<file path="config.mk">
export PLATFORM = sky130hd
export DESIGN_NAME = firebird7_in_gate1_tessent_data_mux_ctrl
export DESIGN_NICKNAME = d
export VERILOG_FILES = /design/src/rtl/firebird7_in_gate1_tessent_pkg.sv /design/src/rtl/firebird7_in_gate1_tessent_tdr_shift.sv /design/src/rtl/firebird7_in_gate1_tessent_data_mux_ctrl.sv
export SDC_FILE = /design/constraint.sdc
export NUM_CORES = 1
export LEC_CHECK = 0
export CAP_MARGIN = 15
export CORE_MARGIN = 2
export CORE_UTILIZATION = 35
export CTS_CLUSTER_SIZE = 25
export DETAILED_ROUTE_END_ITERATION = 10
export GPL_ROUTABILITY_DRIVEN = 0
export PLACE_DENSITY = 0.66
export SETUP_SLACK_MARGIN = 0.3
export SYNTH_ARGS = -nofsm -noshare
export SYNTH_HDL_FRONTEND = slang
export SYNTH_SLANG_ARGS = --single-unit
</file>
<file path="constraint.sdc">
create_clock -name ijtag_tck -period 2.8 [get_ports ijtag_tck]
set_input_delay 0.42 -clock ijtag_tck [delete_from_list [all_inputs] [get_ports ijtag_tck]]
set_output_delay 0.42 -clock ijtag_tck [all_outputs]
set_load 0.05 [all_outputs]
</file>
<file path="src/rtl/firebird7_in_gate1_tessent_pkg.sv">
// Shared types and helpers for the firebird7 in_gate1 IJTAG mux controller.
package firebird7_in_gate1_tessent_pkg;

  typedef enum logic [1:0] {
    IDLE  = 2'd0,
    ARM   = 2'd1,
    DRAIN = 2'd2
  } mux_ctrl_state_e;

  // Scan segment length: one select-request bit on top of the data bits.
  function automatic int mux_ctrl_sr_w(input int width);
    return width + 1;
  endfunction

endpackage

</file>
<file path="src/rtl/firebird7_in_gate1_tessent_tdr_shift.sv">
// Capture/shift register of the TDR scan segment (LSB scans out first).
module firebird7_in_gate1_tessent_tdr_shift #(
  parameter int SR_W = 20
) (
  input  logic            ijtag_tck,
  input  logic            ijtag_reset,
  input  logic            i_sel,
  input  logic            i_ce,
  input  logic            i_se,
  input  logic            i_si,
  input  logic [SR_W-1:0] i_capture,
  output logic [SR_W-1:0] o_sr
);

  logic [SR_W-1:0] r_sr;

  // Capture wins over shift; register holds whenever the segment is not selected.
  always_ff @(posedge ijtag_tck or posedge ijtag_reset) begin
    if (ijtag_reset)
      r_sr <= '0;
    else if (i_sel && i_ce)
      r_sr <= i_capture;
    else if (i_sel && i_se)
      r_sr <= {i_si, r_sr[SR_W-1:1]};
  end

  assign o_sr = r_sr;

endmodule

</file>
<file path="src/rtl/firebird7_in_gate1_tessent_data_mux_ctrl.sv">
// IJTAG TDR sequencing the select/data of one ijtag/functional data mux with
// break-before-make ordering: select and new data never change on the same edge.
module firebird7_in_gate1_tessent_data_mux_ctrl
  import firebird7_in_gate1_tessent_pkg::*;
#(
  parameter int               WIDTH      = 19,
  parameter logic [WIDTH-1:0] RESET_DATA = '0
) (
  input  logic             ijtag_tck,
  input  logic             ijtag_reset,
  input  logic             ijtag_sel,
  input  logic             ijtag_ce,
  input  logic             ijtag_se,
  input  logic             ijtag_ue,
  input  logic             ijtag_si,
  output logic             ijtag_so,
  input  logic [WIDTH-1:0] functional_data_in,
  output logic             ijtag_select,
  output logic [WIDTH-1:0] ijtag_data_in,
  output logic             switch_busy
);

  localparam int MUX_CTRL_SR_W = mux_ctrl_sr_w(WIDTH);

  logic [MUX_CTRL_SR_W-1:0] w_sr;
  logic                     w_upd;

  mux_ctrl_state_e  r_state, w_state_nxt;
  logic             r_select, w_select_nxt;
  logic [WIDTH-1:0] r_data, w_data_nxt;
  logic [WIDTH-1:0] r_pend, w_pend_nxt;
  logic             r_busy;

  firebird7_in_gate1_tessent_tdr_shift #(
    .SR_W (MUX_CTRL_SR_W)
  ) u_shift (
    .ijtag_tck   (ijtag_tck),
    .ijtag_reset (ijtag_reset),
    .i_sel       (ijtag_sel),
    .i_ce        (ijtag_ce),
    .i_se        (ijtag_se),
    .i_si        (ijtag_si),
    .i_capture   ({r_select, functional_data_in}),
    .o_sr        (w_sr)
  );

  // Update only counts when it is the winning operation and no sequence is in flight.
  assign w_upd = ijtag_sel && ijtag_ue && !ijtag_ce && !ijtag_se && (r_state == IDLE);

  // Next-state/output decode. Exit parks the new data in r_pend so that shifting
  // during DRAIN cannot corrupt what lands on the mux one edge later.
  always_comb begin
    w_state_nxt  = r_state;
    w_select_nxt = r_select;
    w_data_nxt   = r_data;
    w_pend_nxt   = r_pend;
    case (r_state)
      IDLE: begin
        if (w_upd) begin
          if (w_sr[WIDTH]) begin
            w_data_nxt = w_sr[WIDTH-1:0];
            if (!r_select) w_state_nxt = ARM;
          end else begin
            w_select_nxt = 1'b0;
            w_pend_nxt   = w_sr[WIDTH-1:0];
            w_state_nxt  = DRAIN;
          end
        end
      end
      ARM: begin
        w_select_nxt = 1'b1;
        w_state_nxt  = IDLE;
      end
      DRAIN: begin
        w_data_nxt  = r_pend;
        w_state_nxt = IDLE;
      end
      default: w_state_nxt = IDLE;
    endcase
  end

  // State and mux-facing output registers; busy is registered alongside the state.
  always_ff @(posedge ijtag_tck or posedge ijtag_reset) begin
    if (ijtag_reset) begin
      r_state  <= IDLE;
      r_select <= 1'b0;
      r_data   <= RESET_DATA;
      r_pend   <= RESET_DATA;
      r_busy   <= 1'b0;
    end else begin
      r_state  <= w_state_nxt;
      r_select <= w_select_nxt;
      r_data   <= w_data_nxt;
      r_pend   <= w_pend_nxt;
      r_busy   <= (w_state_nxt != IDLE);
    end
  end

  assign ijtag_so      = w_sr[0];
  assign ijtag_select  = r_select;
  assign ijtag_data_in = r_data;
  assign switch_busy   = r_busy;

endmodule

</file>
* After elaboration in Yosys (flattened, before gate mapping) *
Index checks and enable logic that the tools add are counted.

cells by class
  equality and inequality tests = 5
  muxes and demuxes = 12
  bitwise gates (word level) = 1
  reductions and logical operators = 16

operators with widths
  kind                                           count
  2-to-1 mux 20 bit                              2
  2-to-1 mux 19 bit                              2
  case mux 19 bit (2 select lines)               1
  AND reduction 3 bit                            3
  2-to-1 mux 2 bit                               4
  nonzero test 2 bit                             4
  logical AND 1 bit                              6
  != test 2 bit, second input constant           2
  == test 2 x 1 -> 1 bit, second input constant  1
  == test 2 bit, second input constant           1
  zero test 1 bit                                2
  zero test 2 bit                                1
  2-to-1 mux 1 bit                               2
  != test 2 x 1 -> 1 bit, second input constant  1
  case mux 1 bit (2 select lines)                1
  inverter 1 bit                                 1

word-level totals
  flip-flop bits (word level) = 62
  bits of input ports = 26
  output and inout bits = 22
  logic and storage cells = 40

* Longest topological paths before layout *
  depth in word-level cells = 7
  mapped depth = 5
  mapped depth without buffers = 3

* By module *
From an unflattened synthesis, not the netlist that was laid out.

unflattened totals
  cells, all modules = 260
  area, all modules = 2877.8 um2

by module, submodules not included
  module                                    times used  cells an instance  area an instance (um2)  seq. area each (um2)
  firebird7_in_gate1_tessent_data_mux_ctrl  1           167                1965.6                  1051.0
  firebird7_in_gate1_tessent_tdr_shift      1           93                 912.1                   500.5

* Worst setup path after synthesis *
OpenSTA, ideal clock, no wires.

  path kind = input-to-reg
  from = input port ijtag_se
  to = register r_pend[10]
  setup time = 0.125 ns
  data arrival time = 1.383 ns
  required time = 2.675 ns
  slack = 1.292 ns
  cell stages on the path = 4
  buffers on the path = 1
  cells stage by stage = nand4bb_4 > nor4_4 > buf_6 > mux2_2

between the ends
  longest elaborated chain between the ends = 4

ends and longest elaborated chain
  item                                  line                                            text
  from (decl)                           firebird7_in_gate1_tessent_data_mux_ctrl.sv:13  input logic ijtag_se,
  zero test 1 bit                       firebird7_in_gate1_tessent_data_mux_ctrl.sv:48  assign w_upd = ijtag_sel && ijtag_ue && !ijtag_ce && !ijtag_se && (r_state == IDLE);
  logical AND 1 bit (2 in series)       firebird7_in_gate1_tessent_data_mux_ctrl.sv:48
  AND reduction 3 bit (no source line)  -
  to (signal assigned)                  firebird7_in_gate1_tessent_data_mux_ctrl.sv:94  r_pend <= w_pend_nxt;
  to (decl)                             firebird7_in_gate1_tessent_data_mux_ctrl.sv:31  logic [WIDTH-1:0] r_pend, w_pend_nxt;

No other way between the ends.
A chain may end at the register's enable or synchronous reset.

* Final worst setup path *
  from = register r_select (netlist: ijtag_select)
  to = output port ijtag_select

RTL lines
  item                    line                                            text
  from (decl)             firebird7_in_gate1_tessent_data_mux_ctrl.sv:29  logic r_select, w_select_nxt;
  from (signal assigned)  firebird7_in_gate1_tessent_data_mux_ctrl.sv:92  r_select <= w_select_nxt;
  to (decl)               firebird7_in_gate1_tessent_data_mux_ctrl.sv:18  output logic ijtag_select,

No word-level cell between the ends.

==> flow_summary.yaml <==
clock_network:
  post_cts_buffers: 0
  ctsHtreeMaxLevel: 3
  path_clk_slew_ns: 0.06
  clk_latency_ns: 0.34
  ctsHoldBuffers: 0
  cts_tree: "done"
  cts_root_buf: "clkbuf_8"
  numCtsBuffers: 9
  cts-resized-gates: 0
  clock_sinks: 62
  clock_path_buffers: 2
sta:
  period_share: 0.737
  max_freq_ghz: 0.484
  tns_ns: 0
  final.min_clock_period_ns: 2.06
  hold_viol: 0
  drv_slew: 0
  worst_pin_slew_ns: 0.667
  rsz0062_at_grt: "false"
  skew_ns: 0.00595
  slew_headroom: 0.555
  setup_viol: 0
  setup_ws_ns: 0.736
run:
  maxCapViolations: 0
route:
  vias: 2069
  finalWirelength_mm: 6.26
  route.detailed.drc: 0
  first_pass_iters: 4
  first_iter_violations: 114
  wl_per_cell_um: 16.2
  via_per_inst: 5.35
  ant_nets: 0
worst_setup_path:
  path_cells: "clkdlybuf4s50_1"
  slowest_stage: "clkdlybuf4s50_1"
  critPathKind: "register to output port"
  cp_num_buf_inv: 1
  start_kind: "register"
  end_kind: "output port"
  cp.arrival_ns: 1.64
  path_max_fanout: 5
  slowest_delay_ns: 0.85
  crit_required_ns: 2.38
  critPathTopFamily: "buffers and inverters"
floorplan:
  die_w_um: 92.4
  initial_utilization: 0.357
  die_y_um: 92.4
  die_area_um2: 8530
  ios: 48
  std_cell_rows: 32
  core_um2: 7650
synthesis:
  yosysTopAreaCell: "dfrtp_1"
  ys_types: 20
  synth_cells: 233
  synth_edf_count: 0
  seq_area_frac_synth: 0.568
  syn_area_per_cell_um2: 11.7
  synth_area_leaders: "dfrtp_1 (57%), a22o_1 (13%), mux2_2 (7.8%), a31oi_1 (4.3%), o21ai_0 (3.7%)"
  yosys_warnings: 0
  ys_ff_latch: 62
  ys_dominant_reg_cell: "dfrtp_1"
  synth_area_um2: 2730
  synth-async-reset-ratio: 1.00
  synth_most_common_cell: "dfrtp_1"
  synthTopCellsByCount: "dfrtp_1 (62), a22o_1 (40), o21ai_0 (20)"
  yosysTopAreaCellShare: 0.568
  synth_nets: 259
global_routing:
  grt_pass1_wl_mm: 10.5
  grt_max_degree: 33
  overflow: 0
  antenna_found_initial: 0
  grt_usage: 0.157
  grt_pass1_vias: 1984
power:
  power.leakage_nw: 1.50
  pwr-share-comb: 0.364
  seq_power_share: 0.395
  clkPwrFrac: 0.242
  power.density_nw_per_um2: 983
  vdd_drop_max_mv: 0.259
  sw_frac_of_total: 0.374
  switchingPower_mw: 1.29
  intPower_mw: 2.16
place:
  place_ws_ns: 0.585
  io_buffers: 47
  hpwlAfterDp_mm: 4.28
status:
  status: "completed"
final_layout:
  drive_above_1_share: 0.175
  syn_to_final_growth_pct: 28.7
  n_antenna_cell: 0
  final_nets: 306
min_path:
  hp-class: "primary input to asynchronous set/reset pin"
## logic make-up after synthesis
kind of cell | count (synthesis) | share of synthesized area
flip-flops | 62 | 0.568
multiplexers | 19 | 0.0783
AO/OA/AOI/OAI | 81 | 0.214
AND/OR/NAND/NOR | 46 | 0.0947
buffers and inverters | 25 | 0.0458
## layout by cell type (no fill, tap or decap), drive strengths merged, types with 11 or more instances in the layout
cell	n
dfrtp	62
clkdlybuf4s50	47
a22o	40
o21ai	20
mux2	19
nand3	19
nor2	19
a31oi	19
clkbuf	13
buf	11
## power by group through the flow
stage | clock, mW | sequential [mW] | combinational (mW)
final | 0.836 | 1.36 | 1.26
after floorplan | 0 | 1.82 | 0.368
after global routing | 0.897 | 1.40 | 1.34
after detailed placement | 0 | 1.38 | 1.27
after global placement | 0 | 1.37 | 1.25
after CTS | 0.847 | 1.37 | 1.27
## cell type report
cell class | count | area, µm²
fill | 697 | 4130
sequential | 62 | 1550
multi-input combinational | 146 | 1060
timing repair buffer | 58 | 553
clock buffer | 13 | 179
tap | 102 | 128
clock inverter | 3 | 40.0
inverter | 3 | 11.3
## layer usage
| metal | track usage | routed length (µm) | part of all wire | up-vias |
|---|---|---|---|---|
| met1 | 0.238 | 3080 | 0.49 | 1030 |
| met3 | 0.0342 | 250 | 0.040 | 9 |
| met4 | 0.0597 | 102 | 0.016 | 0 |
| met5 | 0 | 0 | 0 | - |
| met2 | 0.218 | 2830 | 0.45 | 57 |
| li1 | - | - | - | 973 |
## metrics by stage
step	hold slack (ns)	total power, mW	cell area (µm²)	util	std cells
floorplan	0.481	2.19	2730	-	233
global placement	0.490	2.62	3300	0.432	371
detailed placement	0.496	2.65	3300	0.432	371
CTS	0.433	3.48	3520	0.460	387
global route	0.479	3.64	3520	0.460	387
finish	0.422	3.46	3520	0.460	387
## registers in the layout (all words and copies together) (netlist names)
name,cells
u_shift.o_sr,20
ijtag_select,1
r_state,2
switch_busy,1
r_pend,19
ijtag_data_in,19
## path summary, 6_finish.rpt
path	startpoint	endpoint	slack (ns)	cells past startpoint
worst min register to register	r_pend[11]	r_pend[11]	0.51	1
worst max register to register	u_shift.o_sr[19]	ijtag_data_in[1]	1.26	3
worst max-delay path	ijtag_select	ijtag_select	0.74	1
worst min-delay path	ijtag_reset	ijtag_data_in[16]	0.42	2
min in group ijtag_tck	r_pend[11]	r_pend[11]	0.51	1
max in group asynchronous	ijtag_reset	r_pend[11]	1.73	3
No activity file was read; power rests on OpenSTA's default activity.
